### src/rtl/fetch_unit_pkg.sv
// Shared types and constants for the instruction fetch stage.
package fetch_unit_pkg;

  localparam int XLEN    = 32;
  localparam int INSTR_W = 32;

  // Fetch sequencer states; also exported on the debug port.
  typedef enum logic [1:0] {
    IDLE     = 2'd0,
    REQ      = 2'd1,
    WAIT_RSP = 2'd2,
    DISCARD  = 2'd3
  } fetch_state_t;

  // One buffered instruction together with the address it was fetched from.
  typedef struct packed {
    logic [XLEN-1:0]    pc;
    logic [INSTR_W-1:0] instr;
  } fetch_entry_t;

  // Force a byte address onto a word boundary.
  function automatic logic [XLEN-1:0] align_pc(input logic [XLEN-1:0] pc);
    return pc & {{(XLEN-2){1'b1}}, 2'b00};
  endfunction

endpackage

### src/rtl/fetch_fifo.sv
// Small synchronous FIFO holding fetched words; clear beats push and pop.
module fetch_fifo #(
  parameter int WIDTH = 64,
  parameter int DEPTH = 2
) (
  input  logic                   clk,
  input  logic                   rst,
  input  logic                   i_push,
  input  logic                   i_pop,
  input  logic                   i_clear,
  input  logic [WIDTH-1:0]       i_data,
  output logic [WIDTH-1:0]       o_head,
  output logic                   o_empty,
  output logic                   o_full,
  output logic [$clog2(DEPTH):0] o_count
);

  localparam int AW = $clog2(DEPTH);
  localparam logic [AW:0] DEPTH_C = (AW+1)'(DEPTH);

  logic [WIDTH-1:0] r_mem [DEPTH];
  logic [AW-1:0]    r_wr_ptr;
  logic [AW-1:0]    r_rd_ptr;
  logic [AW:0]      r_count;
  logic             w_do_push;
  logic             w_do_pop;

  assign o_empty   = (r_count == '0);
  assign o_full    = (r_count == DEPTH_C);
  assign o_count   = r_count;
  assign o_head    = r_mem[r_rd_ptr];
  // A full FIFO may still accept a push when the head leaves in the same cycle.
  assign w_do_push = i_push & (~o_full | i_pop);
  assign w_do_pop  = i_pop & ~o_empty;

  // Pointer and occupancy bookkeeping; pointers wrap since DEPTH is a power of two.
  always_ff @(posedge clk) begin
    if (rst || i_clear) begin
      r_wr_ptr <= '0;
      r_rd_ptr <= '0;
      r_count  <= '0;
    end else begin
      if (w_do_push) r_wr_ptr <= r_wr_ptr + 1'b1;
      if (w_do_pop)  r_rd_ptr <= r_rd_ptr + 1'b1;
      r_count <= r_count + {{AW{1'b0}}, w_do_push} - {{AW{1'b0}}, w_do_pop};
    end
  end

  // Storage write; contents need no reset because occupancy gates visibility.
  always_ff @(posedge clk) begin
    if (!rst && !i_clear && w_do_push) r_mem[r_wr_ptr] <= i_data;
  end

endmodule

### src/rtl/fetch_unit.sv
// Instruction fetch stage: PC sequencing, single-outstanding memory reads,
// instruction buffer and redirect (flush) handling.
//
// Handshakes: a memory read is transferred on a cycle with imem_req_o and
// imem_gnt_i both high, and its single response arrives later as one cycle of
// imem_rvalid_i; a buffered instruction moves to decode on a cycle with
// instr_v_o and instr_ready_i both high. Valid never depends on ready.
module fetch_unit
  import fetch_unit_pkg::*;
#(
  parameter logic [XLEN-1:0] RESET_PC   = '0,
  parameter int              FIFO_DEPTH = 2
) (
  input  logic               clk,
  input  logic               rst,
  output logic               imem_req_o,
  output logic [XLEN-1:0]    imem_addr_o,
  input  logic               imem_gnt_i,
  input  logic               imem_rvalid_i,
  input  logic [INSTR_W-1:0] imem_rdata_i,
  input  logic               flush_i,
  input  logic [XLEN-1:0]    flush_pc_i,
  output logic               instr_v_o,
  output logic [INSTR_W-1:0] instr_o,
  output logic [XLEN-1:0]    pc_o,
  input  logic               instr_ready_i,
  output fetch_state_t       dbg_state_o
);

  localparam int CW = $clog2(FIFO_DEPTH) + 1;
  localparam logic [CW-1:0] DEPTH_C = CW'(FIFO_DEPTH);

  fetch_state_t     r_state;
  logic [XLEN-1:0]  r_pc;
  logic [XLEN-1:0]  r_req_pc;
  logic             r_req;
  logic [XLEN-1:0]  r_addr;

  logic [XLEN-1:0]  w_flush_pc;
  logic             w_push;
  logic             w_pop;
  logic             w_empty;
  logic             w_full;
  logic [CW-1:0]    w_count;
  logic [CW-1:0]    w_count_after_push;
  logic             w_has_space;
  fetch_entry_t     w_entry_in;
  fetch_entry_t     w_head;

  assign w_flush_pc         = align_pc(flush_pc_i);
  // Responses are only kept in WAIT_RSP and never in a redirect cycle.
  assign w_push             = (r_state == WAIT_RSP) & imem_rvalid_i & ~flush_i;
  assign w_pop              = ~w_empty & instr_ready_i;
  assign w_count_after_push = w_count + CW'(1) - CW'(w_pop);
  assign w_has_space        = (w_count < DEPTH_C);
  assign w_entry_in         = '{pc: r_req_pc, instr: imem_rdata_i};

  fetch_fifo #(
    .WIDTH($bits(fetch_entry_t)),
    .DEPTH(FIFO_DEPTH)
  ) u_fifo (
    .clk     (clk),
    .rst     (rst),
    .i_push  (w_push),
    .i_pop   (w_pop),
    .i_clear (flush_i),
    .i_data  (w_entry_in),
    .o_head  (w_head),
    .o_empty (w_empty),
    .o_full  (w_full),
    .o_count (w_count)
  );

  // Fetch sequencer with registered request/address; a redirect overrides everything.
  always_ff @(posedge clk) begin
    if (rst) begin
      r_state  <= IDLE;
      r_pc     <= RESET_PC;
      r_req_pc <= RESET_PC;
      r_req    <= 1'b0;
      r_addr   <= RESET_PC;
    end else if (flush_i) begin
      r_pc <= w_flush_pc;
      case (r_state)
        REQ: begin
          if (imem_gnt_i) begin
            // The read just granted is still owed a response: swallow it.
            r_state <= DISCARD;
            r_req   <= 1'b0;
          end else begin
            r_state <= REQ;
            r_req   <= 1'b1;
            r_addr  <= w_flush_pc;
          end
        end
        WAIT_RSP, DISCARD: begin
          if (imem_rvalid_i) begin
            r_state <= REQ;
            r_req   <= 1'b1;
            r_addr  <= w_flush_pc;
          end else begin
            r_state <= DISCARD;
            r_req   <= 1'b0;
          end
        end
        default: begin
          r_state <= REQ;
          r_req   <= 1'b1;
          r_addr  <= w_flush_pc;
        end
      endcase
    end else begin
      case (r_state)
        IDLE: begin
          if (w_has_space) begin
            r_state <= REQ;
            r_req   <= 1'b1;
            r_addr  <= r_pc;
          end
        end
        REQ: begin
          if (imem_gnt_i) begin
            r_req_pc <= r_pc;
            r_pc     <= r_pc + XLEN'(4);
            r_state  <= WAIT_RSP;
            r_req    <= 1'b0;
          end
        end
        WAIT_RSP: begin
          if (imem_rvalid_i) begin
            if (w_count_after_push < DEPTH_C) begin
              r_state <= REQ;
              r_req   <= 1'b1;
              r_addr  <= r_pc;
            end else begin
              r_state <= IDLE;
              r_req   <= 1'b0;
            end
          end
        end
        DISCARD: begin
          if (imem_rvalid_i) begin
            r_state <= REQ;
            r_req   <= 1'b1;
            r_addr  <= r_pc;
          end
        end
        default: begin
          r_state <= IDLE;
          r_req   <= 1'b0;
        end
      endcase
    end
  end

  assign imem_req_o  = r_req;
  assign imem_addr_o = r_addr;
  assign instr_v_o   = ~w_empty;
  assign instr_o     = w_empty ? '0 : w_head.instr;
  assign pc_o        = w_empty ? '0 : w_head.pc;
  assign dbg_state_o = r_state;

  // A response is only legal while one is owed.
  a_rvalid_expected: assert property (@(posedge clk) disable iff (rst)
    imem_rvalid_i |-> (r_state == WAIT_RSP || r_state == DISCARD));

  // The single-outstanding scheme must never push into a full buffer.
  a_no_overflow: assert property (@(posedge clk) disable iff (rst)
    !(w_push && w_full && !w_pop));

endmodule
### config.mk
export PLATFORM = sky130hd
export DESIGN_NAME = fetch_unit
export DESIGN_NICKNAME = d
export VERILOG_FILES = /design/src/rtl/fetch_unit_pkg.sv /design/src/rtl/fetch_fifo.sv /design/src/rtl/fetch_unit.sv
export SDC_FILE = /design/constraint.sdc
export NUM_CORES = 1
export LEC_CHECK = 0
export CAP_MARGIN = 25
export CORE_AREA = 2 2 112 168
export DETAILED_ROUTE_END_ITERATION = 8
export DIE_AREA = 0 0 114 170
export PLACE_DENSITY = 0.85
export SYNTH_ARGS = -nofsm -noshare
export SYNTH_HDL_FRONTEND = slang
export SYNTH_HIERARCHICAL = 1
export SYNTH_SLANG_ARGS = --single-unit
export TNS_END_PERCENT = 1
### constraint.sdc
create_clock -name clk -period 16.35 [get_ports clk]
set_clock_uncertainty 0.15 [all_clocks]
set_input_delay 2.4525 -clock clk [delete_from_list [all_inputs] [get_ports clk]]
set_output_delay 2.4525 -clock clk [all_outputs]
set_load 0.005 [all_outputs]
==> metrics, run 1 <==
maximum number of pins on one net before global-route repair=90; Clock Root Buffer=sky130_fd_sc_hd__clkbuf_16; run status=complete, no violations; commonest cells after routing, fill and taps aside=sky130_fd_sc_hd__clkdlybuf4s50_1 (163), sky130_fd_sc_hd__edfxtp_1 (128), sky130_fd_sc_hd__dfxtp_1 (97), sky130_fd_sc_hd__nand2_1 (77); final setup TNS=0 ns; switching part of the total power=22.5%; initial antenna violation count=0; Crit path required time=13.75 ns; number of design rule violations left after detail routing=0; global-route wire length before repair=33,500 µm; synthesized netlist cell count=844; internal reg-to-reg setup slack=13.56 ns; hold depth=0; static power due to leakage=4.31 nW; part of the power in the clock network=37.7%; path category of the worst min-delay check=flip-flop to flip-flop; crit path time final=5.08 ns; number of cells upsized or downsized after cts=0; non-filler cells, final=1,217; Die Area=19,400 µm²; ratio of final minimum period to clock period=31.0%; Worst Hold Launch=r_req_pc[22]$_SDFFE_PP0P_; count of filler cells inserted in the layout=1,240; Final HPWL DP=14,100 µm; transition time at the pin with the least slew margin=0.981 ns; clock transition time at the flip-flop clock pins of the worst setup and hold paths=0.06 ns; FF-to-FF Start=u_fifo/o_count[1]$_SDFF_PP0_; GRT Total Usage=21.5%; area grow syn2layout=23.0%; final hold vios=0; sort of element at the start of the critical path=flip-flop; antenna fix cells=0; count of antenna-violating nets left after detailed routing=0; die extent in x=114 µm; logic depth of the worst register-to-register path=5; total of endpoints with negative setup slack in the final report=0; synthesized area per cell=12.1 µm²; Max-Cap Viols=0; weighted congestion reported at the end of routability-driven placement=0.838; Post-CTS Hold Fix Bufs=0; drt wl/cell=17.5 µm; DP Cell Count=1,180; end point of the most critical hold path=u_fifo/r_mem[0][54]$_DFFE_PP_; vias per cell=5.61; end of the worst register-to-register path=u_fifo/r_mem[1][1]$_DFFE_PP_; Pre-Repair DR Iteration Count=5; vias in the first global route=6,750; Pwr per Cell Area=96.6 nW/µm²; critical path peak fanout=49; buffers inserted by post-CTS timing repair=0; Floorplan Core Area=17,900 µm²; placed inst area=11,900 µm²; number of DRC markers in iteration 0=430; detailed-route wire length=21,300 µm; Power Internal=0.940 mW; arrival time of the worst setup path=2.47 ns; worst path cell trace=nor2_4 -> buf_4 -> nor2b_1 -> clkdlybuf4s50_1; switching power=0.272 mW; Chip Height=170 µm; proportion of layout cells with a drive suffix above 1=13.1%; clock sink count=226; Max Buffers Root-to-Sink=3; commonest non-fill, non-tap cell in the layout=sky130_fd_sc_hd__clkdlybuf4s50_1; Comb pwr share=9.8%; clock tree from TritonCTS=yes; net count reported at finish=1,064; Max Clk Rate=197 MHz; vias after detailed routing=6,829; Yosys warning count=6; Top-Level Pins=170; peak per-stage delay on the critical path=0.53 ns; max_slew headroom=34.5%; category of the most critical setup path=flip-flop to output port; count of H-tree levels built during CTS=1; capturing element type of the critical path=output port; count of input and output buffers=165; CTS Buf Count=21; num rows=60; sequential share of power=52.5%; RSZ-0062 raised after global routing=false; starting density of the core=57.1%; final design utilization=70.2%; global-route congestion overflow total=0; max-slew violations=0; insertion delay to the later sink of the worst-skew pair=0.50 ns; post-synthesis cell area=10,200 µm²; post-route cell area=12,500 µm²; IR Drop Worst-Case VDD=0.0670 mV; CP max stage cell=sky130_fd_sc_hd__buf_4
==> layout make-up <==
type	instances	area, µm²	area share [%]
flip-flops and latches	226	5810	46.3
multi-input cells	543	4000	31.9
repair buffers	175	1760	14.0
clock buffers	28	563	4.49
well taps	217	272	2.17
inverters	19	71.3	0.569
clock inverters	9	68.8	0.549
==> worst max-delay path: cells and delay by family (launching register included) <==
kind / cells / cell delay (ns)
buf+inv: 2 / 1.02
flops: 1 / 0.40
simple gates: 2 / 0.53
==> how the worst max path moves through the flow <==
| stage | from | to | slack (ns) | depth (start not counted) |
|---|---|---|---|---|
| 4_1_cts | u_fifo/o_count[0]$_SDFF_PP0_ | pc_o[4] | 11.23 | 4 |
| 5_1_grt | u_fifo/o_count[1]$_SDFF_PP0_ | pc_o[14] | 11.12 | 4 |
| 6_report | u_fifo/o_count[1]$_SDFF_PP0_ | pc_o[5] | 11.27 | 4 |
| 3_5_place_dp | imem_gnt_i | imem_addr_o[3]$_SDFFE_PP0P_ | 11.28 | 7 |
| 2_1_floorplan | flush_i | u_fifo/r_mem[1][0]$_DFFE_PP_ | 5.53 | 7 |
| 3_3_place_gp | imem_gnt_i | imem_addr_o[12]$_SDFFE_PP0P_ | 10.98 | 6 |
==> metrics by stage <==
step	setup WS [ns]	total power [mW]	hold WS, ns
2_1_floorplan	5.53	0.704	0.275
3_3_place_gp	10.98	0.761	0.281
3_5_place_dp	11.28	0.767	0.290
4_1_cts	11.23	1.22	0.303
5_1_grt	11.12	1.26	0.320
6_report	11.27	1.21	0.303
==> flip-flops by register name, summed over array words and instances, names as in the netlist, named ones only <==
name / cells
u_fifo/r_wr_ptr: 1
u_fifo/o_count: 2
imem_addr_o: 30
u_fifo/r_mem: 128
dbg_state_o: 2
u_fifo/r_rd_ptr: 1
imem_req_o: 1
r_req_pc: 30
r_pc: 30
==> power groups by stage <==
stage / registers, mW / clock network [mW] / logic, mW
floorplan: 0.643 / 0 / 0.0610
CTS: 0.636 / 0.466 / 0.120
detailed placement: 0.648 / 0 / 0.119
finish: 0.636 / 0.456 / 0.119
global placement: 0.648 / 0 / 0.113
global route: 0.638 / 0.488 / 0.129
==> layer usage <==
layer	track usage [%]	routed length, µm
met1	24.4	8360
met2	39.7	11200
met3	2.96	1000
met4	9.76	804
met5	0	0
No activity file was read; power rests on OpenSTA's default activity.
==> inputs of run 2 (changes only) <==
--- a/config.mk
+++ b/config.mk
@@ -6,10 +6,10 @@
 export NUM_CORES = 1
 export LEC_CHECK = 0
 export CAP_MARGIN = 25
-export CORE_AREA = 2 2 112 168
+export CORE_AREA = 2 2 123 184
 export DETAILED_ROUTE_END_ITERATION = 8
-export DIE_AREA = 0 0 114 170
-export PLACE_DENSITY = 0.85
+export DIE_AREA = 0 0 125 186
+export PLACE_DENSITY = 0.75
 export SYNTH_ARGS = -nofsm -noshare
 export SYNTH_HDL_FRONTEND = slang
 export SYNTH_HIERARCHICAL = 1
==> constraint.sdc (replaced) <==
create_clock -name clk -period 4.44 [get_ports clk]
set_clock_uncertainty 0.15 [all_clocks]
set_input_delay 0.666 -clock clk [delete_from_list [all_inputs] [get_ports clk]]
set_output_delay 0.666 -clock clk [all_outputs]
set_load 0.005 [all_outputs]
==> run 2 against run 1 <==
Compared with the run above: worst hold slack got worse by 0.0053 ns; count of clock-buffer cells in the layout did not move; global-route usage fell by 3.9 points; sequential power rose to 3.7 times the previous value; cell count rose by 4.6%; non-clock buffer count rose by 1; first-iteration DRC count fell by 25%; sequential share of layout area fell by 0.31 points; die area rose by 20%; critical path depth did not move; critical endpoint is now pc_o[8]; largest cell class unchanged; largest power group unchanged.
==> metrics, run 2 (synthesis gave the netlist of run 1 again) <==
category of the most critical setup path=flip-flop to output port; count of H-tree levels built during CTS=1 (unchanged); path category of the worst min-delay check=flip-flop to flip-flop; Max-Cap Viols=0 (unchanged); number of design rule violations left after detail routing=0 (unchanged); count of filler cells inserted in the layout=1,808 (+46%); detailed-route wire length=21,200 µm (-0.79%); number of DRC markers in iteration 0=321 (-25%); antenna fix cells=0 (unchanged); number of cells upsized or downsized after cts=0 (unchanged); area grow syn2layout=23.8%; global-route congestion overflow total=0 (unchanged); proportion of layout cells with a drive suffix above 1=13.7% (+0.59 points); weighted congestion reported at the end of routability-driven placement=0.802 (-4.3%); clock tree from TritonCTS=yes; RSZ-0062 raised after global routing=false; setup slack after layout=0.979 ns (-10.30 ns); Die Area=23,300 µm² (+20%); static power due to leakage=4.32 nW (+0.42%); Crit path required time=3.62 ns (-10.13 ns); max FFs per register=128 (unchanged); end point of the most critical hold path=u_fifo/r_mem[1][53]$_DFFE_PP_; ratio of final minimum period to clock period=78.0%; M2 GR Usage=32.4% (-7.3 points); sort of element at the start of the critical path=flip-flop; insertion delay to the later sink of the worst-skew pair=0.49 ns (about the same); drt wl/cell=16.6 µm (-5.2%); crit path time final=3.46 ns; num rows=66 (+10%); logic depth of the worst register-to-register path=7 (+2); peak-usage layer in the global routing report=met2; transition time at the pin with the least slew margin=0.929 ns (-0.0513 ns); maximum number of pins on one net before global-route repair=83 (-7.8%); global-route wire length before repair=33,300 µm (-0.68%); run status=complete, no violations; commonest non-fill, non-tap cell in the layout=sky130_fd_sc_hd__clkdlybuf4s50_1; Reg with most FFs=u_fifo/r_mem; max_slew headroom=37.9% (+3.4 points); non-filler cells, final=1,273 (+4.6%); met1 track demand over resource=20.6% (-3.8 points); commonest cells after routing, fill and taps aside=sky130_fd_sc_hd__clkdlybuf4s50_1 (163), sky130_fd_sc_hd__edfxtp_1 (128), sky130_fd_sc_hd__dfxtp_1 (97), sky130_fd_sc_hd__nand2_1 (77); CTS Buf Count=21 (unchanged); Max Clk Rate=289 MHz; DP Cell Count=1,236 (+4.7%); final hold vios=0 (unchanged); Chip Height=186 µm (+9.4%); final setup TNS=0 ns (unchanged); vias in the first global route=6,417 (-4.9%); capturing element type of the critical path=output port; Post-CTS Hold Fix Bufs=0 (unchanged); max-slew violations=0 (unchanged); starting density of the core=47.1% (-9.9 points); Pre-Repair DR Iteration Count=5 (unchanged); Floorplan Core Area=21,600 µm² (+21%); Max Buffers Root-to-Sink=3 (unchanged); hold depth=0 (unchanged); clock sink count=226 (unchanged); total of endpoints with negative setup slack in the final report=0 (unchanged); die extent in x=125 µm (+9.6%); pre-CTS setup slack=1.10 ns (-10.18 ns); Final HPWL DP=14,500 µm (+2.9%); net count reported at finish=1,065 (+0.094%); count of input and output buffers=165 (unchanged); vias after detailed routing=6,661 (-2.5%); end of the worst register-to-register path=imem_addr_o[16]$_SDFFE_PP0P_; Worst Hold Launch=r_req_pc[21]$_SDFFE_PP0P_; buffers inserted by post-CTS timing repair=0 (unchanged); Clock Root Buffer=sky130_fd_sc_hd__clkbuf_16; FF-to-FF Start=u_fifo/o_count[1]$_SDFF_PP0_; GRT Total Usage=17.6% (-3.9 points); vias per cell=5.23 (-6.8%); IR Drop Worst-Case VDD=0.309 mV (+360%); internal reg-to-reg setup slack=1.49 ns (-12.07 ns); Top-Level Pins=170 (unchanged); met3 layer usage reported by global route=2.39% (-0.57 points); initial antenna violation count=0 (unchanged); Pwr per Cell Area=356 nW/µm² (+270%); power after layout=4.50 mW (+270%); count of antenna-violating nets left after detailed routing=0 (unchanged); critical path peak fanout=40 (-18%); arrival time of the worst setup path=2.65 ns (+0.18 ns); clock transition time at the flip-flop clock pins of the worst setup and hold paths=0.06 ns (about the same)
-- run 2: cell types whose count changed in the layout (fill, tap and decap cells not counted), moves of 2 or more --
cell	before	now
sky130_fd_sc_hd__buf_4	9	11
sky130_fd_sc_hd__clkinv_1	4	1
sky130_fd_sc_hd__buf_16	2	0
sky130_fd_sc_hd__clkbuf_1	5	3
sky130_fd_sc_hd__inv_4	0	2
sky130_fd_sc_hd__clkbuf_8	1	3
-- run 2: worst max-delay path, cell delays in order, from the launching register on --
cell                              delay [ns]
sky130_fd_sc_hd__dfxtp_4                0.84
sky130_fd_sc_hd__buf_12                 0.31
sky130_fd_sc_hd__mux2_4                 0.31
sky130_fd_sc_hd__nor2b_1                0.12
sky130_fd_sc_hd__clkdlybuf4s50_1        0.52
-- run 2: worst max path at each step --
| stage | startpoint | to | slack (ns) | cells after the start |
|---|---|---|---|---|
| after floorplan | flush_i | u_fifo/r_mem[0][0]$_DFFE_PP_ | -0.54 | 7 |
| after global placement | imem_gnt_i | imem_addr_o[12]$_SDFFE_PP0P_ | 1.18 | 7 |
| after detailed placement | imem_gnt_i | imem_addr_o[16]$_SDFFE_PP0P_ | 1.10 | 7 |
| after CTS | flip-flop | pc_o[21] | 0.93 | 4 |
| after global routing | flip-flop | pc_o[3] | 0.85 | 4 |
| final | flip-flop | pc_o[8] | 0.98 | 4 |
-- run 2: routing by layer --
metal	vias up	wire, µm
li1	3299	-
met5	-	0
met4	0	798
met1	3147	8290
met2	171	11200
met3	44	924
-- run 2: final cells by class --
class                      instances  area (µm²)  area share, %
clock inverter                     9        75.1          0.595
sequential                       226        5810           46.0
clock buffer                      28         583           4.62
inverter                          19        71.3          0.565
multi-input combinational        543        4010           31.7
timing repair buffer             176        1740           13.8
tap                              272         340           2.70
-- run 2: through the flow --
stage / area [µm²] / hold slack [ns] / utilization [%]
finish: 12600 / 0.298 / 58.4
global placement: 12000 / 0.282 / 55.3
detailed placement: 12000 / 0.287 / 55.3
floorplan: 10200 / 0.275 / -
global route: 12600 / 0.321 / 58.4
CTS: 12600 / 0.306 / 58.4
-- run 2: report_power, final --
group          internal (mW)  total, mW  switching (mW)
logic                  0.230      0.431           0.201
clock network          0.984       1.72           0.739
registers               2.27       2.34          0.0684
==> inputs of run 3 (changes only) <==
==> constraint.sdc (replaced) <==
create_clock -name clk -period 2.9 [get_ports clk]
set_clock_uncertainty 0.15 [all_clocks]
set_input_delay 0.435 -clock clk [delete_from_list [all_inputs] [get_ports clk]]
set_output_delay 0.435 -clock clk [all_outputs]
set_load 0.005 [all_outputs]
==> run 3 against run 2 <==
Compared with the run above: cell count rose by 0.63%; count of clock-buffer cells in the layout fell by 4; utilization rose by 0.94 points; non-clock buffer count rose by 8; critical path depth did not move; global-route usage rose by 0.48 points; routed wire length rose by 0.50%; sequential power rose by 53%; register-to-register slack got worse by 1.1 ns.
==> metrics, run 3 (synthesis gave the netlist of run 1 again) <==
crit path time final=2.68 ns; Top-Level Pins=170 (unchanged); weighted congestion reported at the end of routability-driven placement=0.797 (-0.64%); number of design rule violations left after detail routing=0 (unchanged); Clock Root Buffer=sky130_fd_sc_hd__clkbuf_16; die extent in x=125 µm (unchanged); setup slack after layout=0.219 ns (-0.759 ns); GRT Total Usage=18.1% (+0.48 points); commonest non-fill, non-tap cell in the layout=sky130_fd_sc_hd__clkdlybuf4s50_1; sort of element at the start of the critical path=flip-flop; path category of the worst min-delay check=input port to flip-flop; vias in the first global route=6,771 (+5.5%); detailed-route wire length=21,300 µm (+0.50%); max-slew violations=0 (unchanged); final setup TNS=0 ns (unchanged); transition time at the pin with the least slew margin=0.900 ns (-0.0298 ns); insertion delay to the later sink of the worst-skew pair=0.50 ns (about the same); CTS Buf Count=21 (unchanged); area grow syn2layout=25.8%; run status=complete, no violations; clock sink count=226 (unchanged); count of H-tree levels built during CTS=1 (unchanged); number of cells upsized or downsized after cts=0 (unchanged); IR Drop Worst-Case VDD=0.350 mV (+13%); ratio of final minimum period to clock period=92.4%; category of the most critical setup path=flip-flop to output port; total of endpoints with negative setup slack in the final report=0 (unchanged); max_slew headroom=40.0% (+2.1 points); num rows=66 (unchanged); Post-CTS Hold Fix Bufs=0 (unchanged); max FFs per register=128 (unchanged); count of antenna-violating nets left after detailed routing=0 (unchanged); final hold vios=0 (unchanged); Pre-Repair DR Iteration Count=4 (-1); vias after detailed routing=6,672 (+0.17%); count of input and output buffers=165 (unchanged); final design utilization=59.3% (+0.94 points); starting density of the core=47.1% (unchanged); vias per cell=5.21 (-0.46%); antenna fix cells=0 (unchanged); clock tree from TritonCTS=yes; proportion of layout cells with a drive suffix above 1=14.8% (+1.1 points); Max Clk Rate=373 MHz; number of DRC markers in iteration 0=333 (+3.7%); Reg with most FFs=u_fifo/r_mem; initial antenna violation count=0 (unchanged); clock transition time at the flip-flop clock pins of the worst setup and hold paths=0.06 ns (about the same); pre-CTS setup slack=0.251 ns (-0.849 ns); drt wl/cell=16.6 µm (-0.13%); Max-Cap Viols=0 (unchanged); global-route congestion overflow total=0 (unchanged); buffers inserted by post-CTS timing repair=0 (unchanged); Die Area=23,300 µm² (unchanged); maximum number of pins on one net before global-route repair=87 (+4.8%); Chip Height=186 µm (unchanged); Crit path required time=2.32 ns (-1.30 ns); Floorplan Core Area=21,600 µm² (unchanged); capturing element type of the critical path=output port; critical path peak fanout=33 (-18%); commonest cells after routing, fill and taps aside=sky130_fd_sc_hd__clkdlybuf4s50_1 (163), sky130_fd_sc_hd__edfxtp_1 (128), sky130_fd_sc_hd__dfxtp_1 (97), sky130_fd_sc_hd__nand2_1 (77); RSZ-0062 raised after global routing=false; Pwr per Cell Area=544 nW/µm² (+53%); static power due to leakage=4.39 nW (+1.4%); Max Buffers Root-to-Sink=3 (unchanged); arrival time of the worst setup path=2.10 ns (-0.55 ns); Final HPWL DP=14,500 µm (-0.11%); global-route wire length before repair=34,300 µm (+3.0%); net count reported at finish=1,073 (+0.75%)
-- run 3: cell count changes in the layout (fill, tap and decap cells not counted), sizes merged --
cell	previous run	this run
clkbuf	28	24
buf	13	21
clkinvlp	0	5
clkinv	6	5
-- run 3: worst paths after layout --
check,slack (ns),end,startpoint,cells after the start
setup / recovery,0.22,pc_o[29],flip-flop,4
hold / removal,0.15,r_req_pc[28]$_SDFFE_PP0P_,rst,2
setup reg to reg,0.42,imem_addr_o[12]$_SDFFE_PP0P_,dbg_state_o[1]$_SDFFE_PP0P_,8
hold reg to reg,0.30,u_fifo/r_mem[1][41]$_DFFE_PP_,r_req_pc[9]$_SDFFE_PP0P_,0
-- run 3: area by class of cell --
| type | instances | area [µm²] |
|---|---|---|
| clock buffers | 24 | 567 |
| fillers | 1764 | 8810 |
| repair buffers | 184 | 1900 |
| clock inverters | 13 | 119 |
| flip-flops and latches | 226 | 5810 |
| well taps | 272 | 340 |
| multi-input cells | 543 | 4020 |
| inverters | 19 | 71.3 |
-- run 3: report_power, final --
part | internal (mW) | switching (mW) | leakage (nW) | total (mW)
combinational | 0.373 | 0.316 | 2.19 | 0.689
clock | 1.51 | 1.19 | 0.322 | 2.71
sequential | 3.48 | 0.108 | 1.87 | 3.59
-- run 3: through the flow --
stage	area [µm²]	std cells	hold WS, ns	power (mW)
finish	12800	1281	0.148	6.98
global route	12800	1281	0.139	7.25
CTS	12800	1281	0.140	7.06
detailed placement	12100	1244	0.287	4.34
global placement	12100	1244	0.281	4.33
floorplan	10300	849	0.275	3.98
-- run 3: worst max-delay path, stage by stage (launching register included) --
cell and delay [ns]:
sky130_fd_sc_hd__dfxtp_4 0.37, sky130_fd_sc_hd__buf_12 0.24, sky130_fd_sc_hd__mux2_2 0.36, sky130_fd_sc_hd__nor2b_1 0.15
sky130_fd_sc_hd__clkdlybuf4s50_1 0.46
-- run 3: metal layers --
| metal | vias to the layer above | GRT usage [%] | routed length (µm) |
|---|---|---|---|
| met5 | - | 0 | 0 |
| met2 | 157 | 34.4 | 11500 |
| met3 | 38 | 2.41 | 825 |
| met4 | 0 | 7.20 | 640 |
| li1 | 3316 | - | - |
| met1 | 3161 | 20.5 | 8310 |
